## src/rtl/id_ex_issue_ctrl.sv

```systemverilog
// rtl/id_ex_issue_ctrl.sv - ID->EX pipeline register issue/stall/flush controller
// Load-use hazard bubbles, EX backpressure hold and multi-cycle flush sequencing.
// Define IDEX_CTRL_PERF_EN to add the stall_cnt/flush_cnt performance counters.
module id_ex_issue_ctrl #(
   parameter int REG_ADDR_W   = 5,
   parameter int FLUSH_CYCLES = 2,
   parameter int LU_BUBBLES   = 1
) (
   input  logic                  clk,
   input  logic                  rst,
   input  logic                  id_valid,
   input  logic [REG_ADDR_W-1:0] id_src1,
   input  logic [REG_ADDR_W-1:0] id_src2,
   input  logic                  id_uses_src2,
   output logic                  id_ready,
   input  logic [REG_ADDR_W-1:0] ex_dest,
   input  logic                  ex_mem_read,
   input  logic                  ex_ready,
   input  logic                  flush,
   output logic                  reg_load,
   output logic                  reg_bubble,
   output logic                  ex_valid,
   output logic [1:0]            state
`ifdef IDEX_CTRL_PERF_EN
   ,
   output logic [31:0]           stall_cnt,
   output logic [31:0]           flush_cnt
`endif
);

   typedef enum logic [1:0] {
      RUN   = 2'd0,
      HOLD  = 2'd1,
      LU    = 2'd2,
      FLUSH = 2'd3
   } stateT;

   localparam logic [3:0] FLUSH_RELOAD = 4'(FLUSH_CYCLES - 1);
   localparam logic [3:0] LU_RELOAD    = 4'(LU_BUBBLES - 1);

   stateT      curState;
   stateT      nxtState;
   logic [3:0] cnt;
   logic [3:0] cntNxt;
   logic       exValidQ;
   logic       exValidNxt;
   logic       hazard;
   logic       runEval;

   // x0 is hardwired zero, so a load targeting it never creates a dependency
   assign hazard = id_valid & exValidQ & ex_mem_read & (ex_dest != '0) &
                   ((ex_dest == id_src1) | (id_uses_src2 & (ex_dest == id_src2)));

   assign ex_valid = exValidQ;
   assign state    = curState;

   always_ff @(posedge clk) begin
      if (rst) begin
         curState <= RUN;
         cnt      <= 4'd0;
         exValidQ <= 1'b0;
      end else begin
         curState <= nxtState;
         cnt      <= cntNxt;
         exValidQ <= exValidNxt;
      end
   end

   always_comb begin
      nxtState   = curState;
      cntNxt     = cnt;
      exValidNxt = exValidQ;
      reg_load   = 1'b1;
      reg_bubble = 1'b1;
      id_ready   = 1'b0;
      runEval    = 1'b0;

      unique case (curState)
         RUN, HOLD: runEval = 1'b1;
         LU: begin
            // last bubble already sits in EX, so this cycle may issue directly
            if (flush || cnt == 4'd0) begin
               runEval = 1'b1;
            end else begin
               cntNxt     = cnt - 4'd1;
               exValidNxt = 1'b0;
            end
         end
         FLUSH: begin
            exValidNxt = 1'b0;
            if (flush) begin
               cntNxt = FLUSH_RELOAD;
            end else if (cnt == 4'd0) begin
               nxtState = RUN;
            end else begin
               cntNxt = cnt - 4'd1;
            end
         end
         default: nxtState = RUN;
      endcase

      if (runEval) begin
         if (flush) begin
            nxtState   = FLUSH;
            cntNxt     = FLUSH_RELOAD;
            exValidNxt = 1'b0;
         end else if (exValidQ && !ex_ready) begin
            reg_load = 1'b0;
            nxtState = HOLD;
         end else if (hazard) begin
            nxtState   = LU;
            cntNxt     = LU_RELOAD;
            exValidNxt = 1'b0;
         end else begin
            nxtState   = RUN;
            reg_bubble = !id_valid;
            id_ready   = id_valid;
            exValidNxt = id_valid;
         end
      end

      if (rst) begin
         id_ready   = 1'b0;
         reg_load   = 1'b1;
         reg_bubble = 1'b1;
      end
   end

`ifdef IDEX_CTRL_PERF_EN
   always_ff @(posedge clk) begin
      if (rst) begin
         stall_cnt <= 32'd0;
         flush_cnt <= 32'd0;
      end else begin
         if ((curState == HOLD || curState == LU) && id_valid) begin
            stall_cnt <= stall_cnt + 32'd1;
         end
         if (flush) begin
            flush_cnt <= flush_cnt + 32'd1;
         end
      end
   end
`endif

endmodule

```

## config.mk

```make
export PLATFORM = sky130hd
export DESIGN_NAME = id_ex_issue_ctrl
export DESIGN_NICKNAME = d
export VERILOG_FILES = /design/src/rtl/id_ex_issue_ctrl.sv
export SDC_FILE = /design/constraint.sdc
export NUM_CORES = 1
export LEC_CHECK = 0
export CORE_MARGIN = 1
export CORE_UTILIZATION = 35
export CTS_CLUSTER_DIAMETER = 60
export CTS_CLUSTER_SIZE = 30
export DETAILED_ROUTE_END_ITERATION = 7
export GPL_ROUTABILITY_DRIVEN = 0
export PLACE_DENSITY = 0.81
export SYNTH_ARGS = -nofsm -noshare
export SYNTH_HDL_FRONTEND = slang
export SYNTH_SLANG_ARGS = --single-unit
export TNS_END_PERCENT = 1
```

## constraint.sdc

```tcl
create_clock -name clk -period 1.85 [get_ports clk]
set_input_delay 0.37 -clock clk [delete_from_list [all_inputs] [get_ports clk]]
set_output_delay 0.37 -clock clk [all_outputs]
set_load 0.01 [all_outputs]
```

======== Word level (Yosys, flattened, before mapping) ========
Cells that the tools add are included.
W data, S select, Z words.
operators by class
  divide/modulo/power cells ............... 0
  bitwise gates (word level) .............. 6
  mux-type cells .......................... 36
  $mul .................................... 0
  shifts and indexed selects .............. 0
  add/subtract/negate cells ............... 1
  magnitude comparators ................... 0
  equality and inequality tests ........... 6
  reduce and logical (&&, ||, !) cells .... 11
operator list
  cell                   count
  $mux W4                7
  $mux W1                19
  $mux W2                7
  $eq A5 B5 Y1           2
  $pmux W4 S2            1
  $and A1 B1 Y1          5
  $reduce_bool A5 Y1     1
  $eq A2 B2 Y1 const B   2
  $logic_not A4 Y1       1
  $pmux W1 S2            2
  $reduce_bool A2 Y1     2
  $sub A4 B1 Y4 const B  1
  $reduce_and A3 Y1      1
  $eq A2 B1 Y1 const B   1
  $logic_not A1 Y1       2
  $logic_not A2 Y1       1
  $ne A2 B1 Y1 const B   1
  $reduce_or A2 Y1       1
  $logic_and A1 B1 Y1    1
  $logic_or A1 B1 Y1     1
  $or A1 B1 Y1           1
word-level totals
  memory bits (writable) .................. 0
  logic and storage cells ................. 63
  latch bits .............................. 0
  memory bits (read-only) ................. 0
  output and inout port bits .............. 6
  bits of input ports ..................... 22
  memories kept ........................... 0
  register bits ........................... 7

======== Logic depth before layout (Yosys ltp) ========
  depth in word-level cells ............... 9
  depth in mapped cells ................... 7
  gate-level depth less buffers ........... 6

======== Worst setup path before layout ========
No wires, ideal clock.
  path kind ............................... register to output
  from .................................... reg cnt[1]
  to ...................................... out id_ready
  setup slack ............................. -0.144 ns
  path buffers ............................ 0
  data required time ...................... 1.480 ns
  stages on the path, launching flop included .. 7
  arrival ................................. 1.624 ns
  cell sequence ........................... dfxtp_1 inv_1 ha_1 or4b_4 a211oi_2 nand3_1 a21oi_1
on the way
  longest elaborated chain between the ends .. 6
RTL lines
  what                      line  RTL
  start: declaration        43    logic [3:0] cnt;
  start signal: assignment  64    cnt <= cntNxt;
  $logic_not A4 Y1          82    if (flush || cnt == 4'd0) begin
  $logic_or A1 B1 Y1        82
  $mux W1                   82
  $pmux W1 S2               78    unique case (curState)
  $mux W1                   102   if (runEval) begin
  $mux W1                   122   if (rst) begin
  end: declaration          15    output logic id_ready,
No other way between the ends.

======== Worst setup path in the final report ========
  from .................................... reg cnt[1]
  to ...................................... out reg_bubble
on the way
  longest elaborated chain between the ends .. 6
RTL lines
  what                line  RTL
  $logic_not A4 Y1    82
  $logic_or A1 B1 Y1  82
  $mux W1             82
  $pmux W1 S2         78
  $mux W1             102
  $mux W1             122
  end: declaration    21    output logic reg_bubble,
No other way between the ends.

==> flow_summary.toml <==
[synth]
synth_cell_type_count = 34
synth_top_cell_by_area = "dfxtp_1"
synth_top_area_share_pct = 23.7
syn_avg_cell_area_um2 = 7.79
syn_nets = 99
synthTopCellsByArea = "dfxtp_1 24%, xnor2_1 15%, a21oi_1 5.9%"
syn_inst = 76
synth_area_um2 = 592
yosysSeqAreaShare_pct = 23.7
ys_seq_elements = 7
yosysWarnings = 0

[die]
dieHeight_um = 43.1
initial_core_util_pct = 38.4
dieWidth_um = 43.1
core_area_um2 = 1540
row_count = 14
num_io_pins = 28
dieArea_um2 = 1860

[routing]
totalWireLength_um = 2110
dr.pass1.iters = 5
viasPerCell = 5.68
first_iter_violations = 26
ant_nets = 0
drc = 0
wl_per_cell_um = 15.2
vias = 790

[worst_setup_path]
path_cells = "inv_2, ha_4, or4b_4, a211oi_4, buf_4, nand3_4, a21o_1, buf_2"
crit_type = "reg2out"
critPathCaptureType = "primary output"
r2r_slack_ns = 0.03
slowest_delay_ns = 0.50
critical_path_required_ns = 1.48
path_max_fanout = 5
rr_worst_depth = 8
cp.arrival_ns = 2.05
slowest_stage = "or4b_4"
rr_endpoint = "ex_valid"
cp-start-kind = "register"
regToRegStartpoint = "cnt[1]"

[grt]
grt_overflow = 0
grt_pass1_vias = 747
antenna_found_initial = 0
grt_pass1_wl_um = 3080
grt_usage_pct = 21.8
grt_start_max_net_pins = 12

[job]
drv_cap = 0

[layout]
syn_to_final_growth_pct = 82.7
final_core_util_pct = 70.1
final_nets = 147
stdcell_area_um2 = 1080
nFillCells = 128
final_cells = 139
layout_common_cells = "24 x clkdlybuf4s50_1, 17 x buf_4, 10 x xnor2_1, 6 x nand2_1, 6 x a21oi_1"
final_common_cell = "clkdlybuf4s50_1"
drive_gt1_share_pct = 31.7
antenna_cells = 0

[sta]
worst_pin_slew_ns = 0.372
fin_crit_sh_pct = 131
maxSlewViolCount = 0
rsz0062_at_grt = "yes"
hold_viol_final = 0
timing.fmax_ghz = 0.413
finClkSkew_ns = 0.0106
layout_min_cycle_time_ns = 2.42
worst_slack_ns = -0.570
setup_viol = 3
setup_tns_ns = -1.58
slew_headroom_pct = 74.9
fin_hold_ws_ns = 0.683

[cts]
cts_buffers = 3
worstSkewPairLatency_ns = 0.25
clockBufferDepth = 2
h-tree-depth = 1
cts-root-buf = "clkbuf_4"
clk_pin_slew_ns = 0.06
cts_tree = "done"
cts_hold_buf = 0
numClockSinks = 7

[min_path]
hp-start = "ex_valid"
hold_path_end = "ex_valid"
hold_depth = 3
hold_class = "reg2reg"

[placed_design]
place_area_um2 = 997
dp.cells = 131
portBuffers = 27
place_worst_setup_slack_ns = -0.691
dp_hpwl_um = 1550

[status]
violations = "setup timing"
status = "complete, but fails checks"

[power]
peakVddDrop_mv = 0.429
powerDensity_nw_per_um2 = 465
power_leakage_nw = 0.419
power_mw = 0.502
[cells in the mapped netlist]
cell / n
nand2_1: 7
xnor2_1: 10
o2111a_1: 1
o21ai_0: 2
o22ai_1: 1
a311oi_1: 1
o31a_2: 1
a31o_2: 1
dfxtp_1: 7
nor3b_1: 1
clkbuf_1: 1
nor3_1: 1
nor2_1: 4
nor2b_1: 1
a2bb2oi_1: 1
a21o_1: 2
a21oi_1: 7
buf_2: 1
a31oi_1: 2
nor4_1: 1
o21ai_1: 1
mux2i_1: 1
a211oi_1: 3
or2b_1: 1
or3b_2: 1
nand3_1: 4
nand2b_1: 2
nand4_1: 1
a22oi_1: 1
a211oi_2: 1
or4b_4: 1
nand4b_1: 1
ha_1: 1
inv_1: 4
[kinds of logic (layout without fill, tap and decap cells)]
group           Yosys count  in the layout  synth area share [%]
mux                       1              1                  1.69
fa+ha+maj                 1              1                  2.11
xor+xnor                 10             10                  14.8
buf+inv                   6             53                  4.01
flops                     7              7                  23.7
simple gates             26             26                  24.3
compound gates           25             25                  29.4
[per-layer routing]
layer,GRT usage (%),wire (um),share of wire (%)
met5,0,0,0
met4,6.06,54,2.6
met3,6.38,129,6.1
met2,38.5,1130,54
met1,25.2,790,37
[how the worst max path moves through the flow]
| stage | startpoint | end | slack [ns] | cells after the start |
|---|---|---|---|---|
| after floorplan | cnt[1] | reg_bubble | -0.05 | 6 |
| after global placement | ex_dest[4] | id_ready | -0.60 | 7 |
| after detailed placement | ex_dest[3] | id_ready | -0.69 | 7 |
| after CTS | cnt[1] | reg_bubble | -0.55 | 8 |
| after global routing | cnt[1] | reg_bubble | -0.65 | 8 |
| final | cnt[1] | reg_bubble | -0.57 | 8 |
[sequential cells by signal (all words and copies together) (netlist names)]
name,count
cnt,4
ex_valid,1
state,2
[layout make-up]
type / instances / area (um2) / share of cell area (%)
clock buffers: 4 / 26.3 / 2.43
inverters: 4 / 15.0 / 1.39
multi-input cells: 63 / 477 / 44.1
flip-flops and latches: 7 / 143 / 13.2
well taps: 16 / 20.0 / 1.85
repair buffers: 45 / 400 / 37.0
[critical path, delay by kind of cell (launching register included)]
| family | cells | cell delay, ns |
|---|---|---|
| AOI/OAI and AO/OA | 2 | 0.39 |
| and+or+nand+nor | 2 | 0.56 |
| buffers and inverters | 3 | 0.37 |
| adders and majority gates | 1 | 0.15 |
| DFF | 1 | 0.32 |
[power breakdown]
| group | switching, mW | internal, mW |
|---|---|---|
| logic | 0.0844 | 0.115 |
| registers | 0.00522 | 0.158 |
| clock network | 0.0573 | 0.0824 |
| total | 0.147 | 0.356 |
[repair_timing]
action,CTS,global route
resized for setup,15,5
pin swaps,3,3
setup buffers,3,1
setup endpoints to repair,3,5
Power figures use the tool's default switching activity.
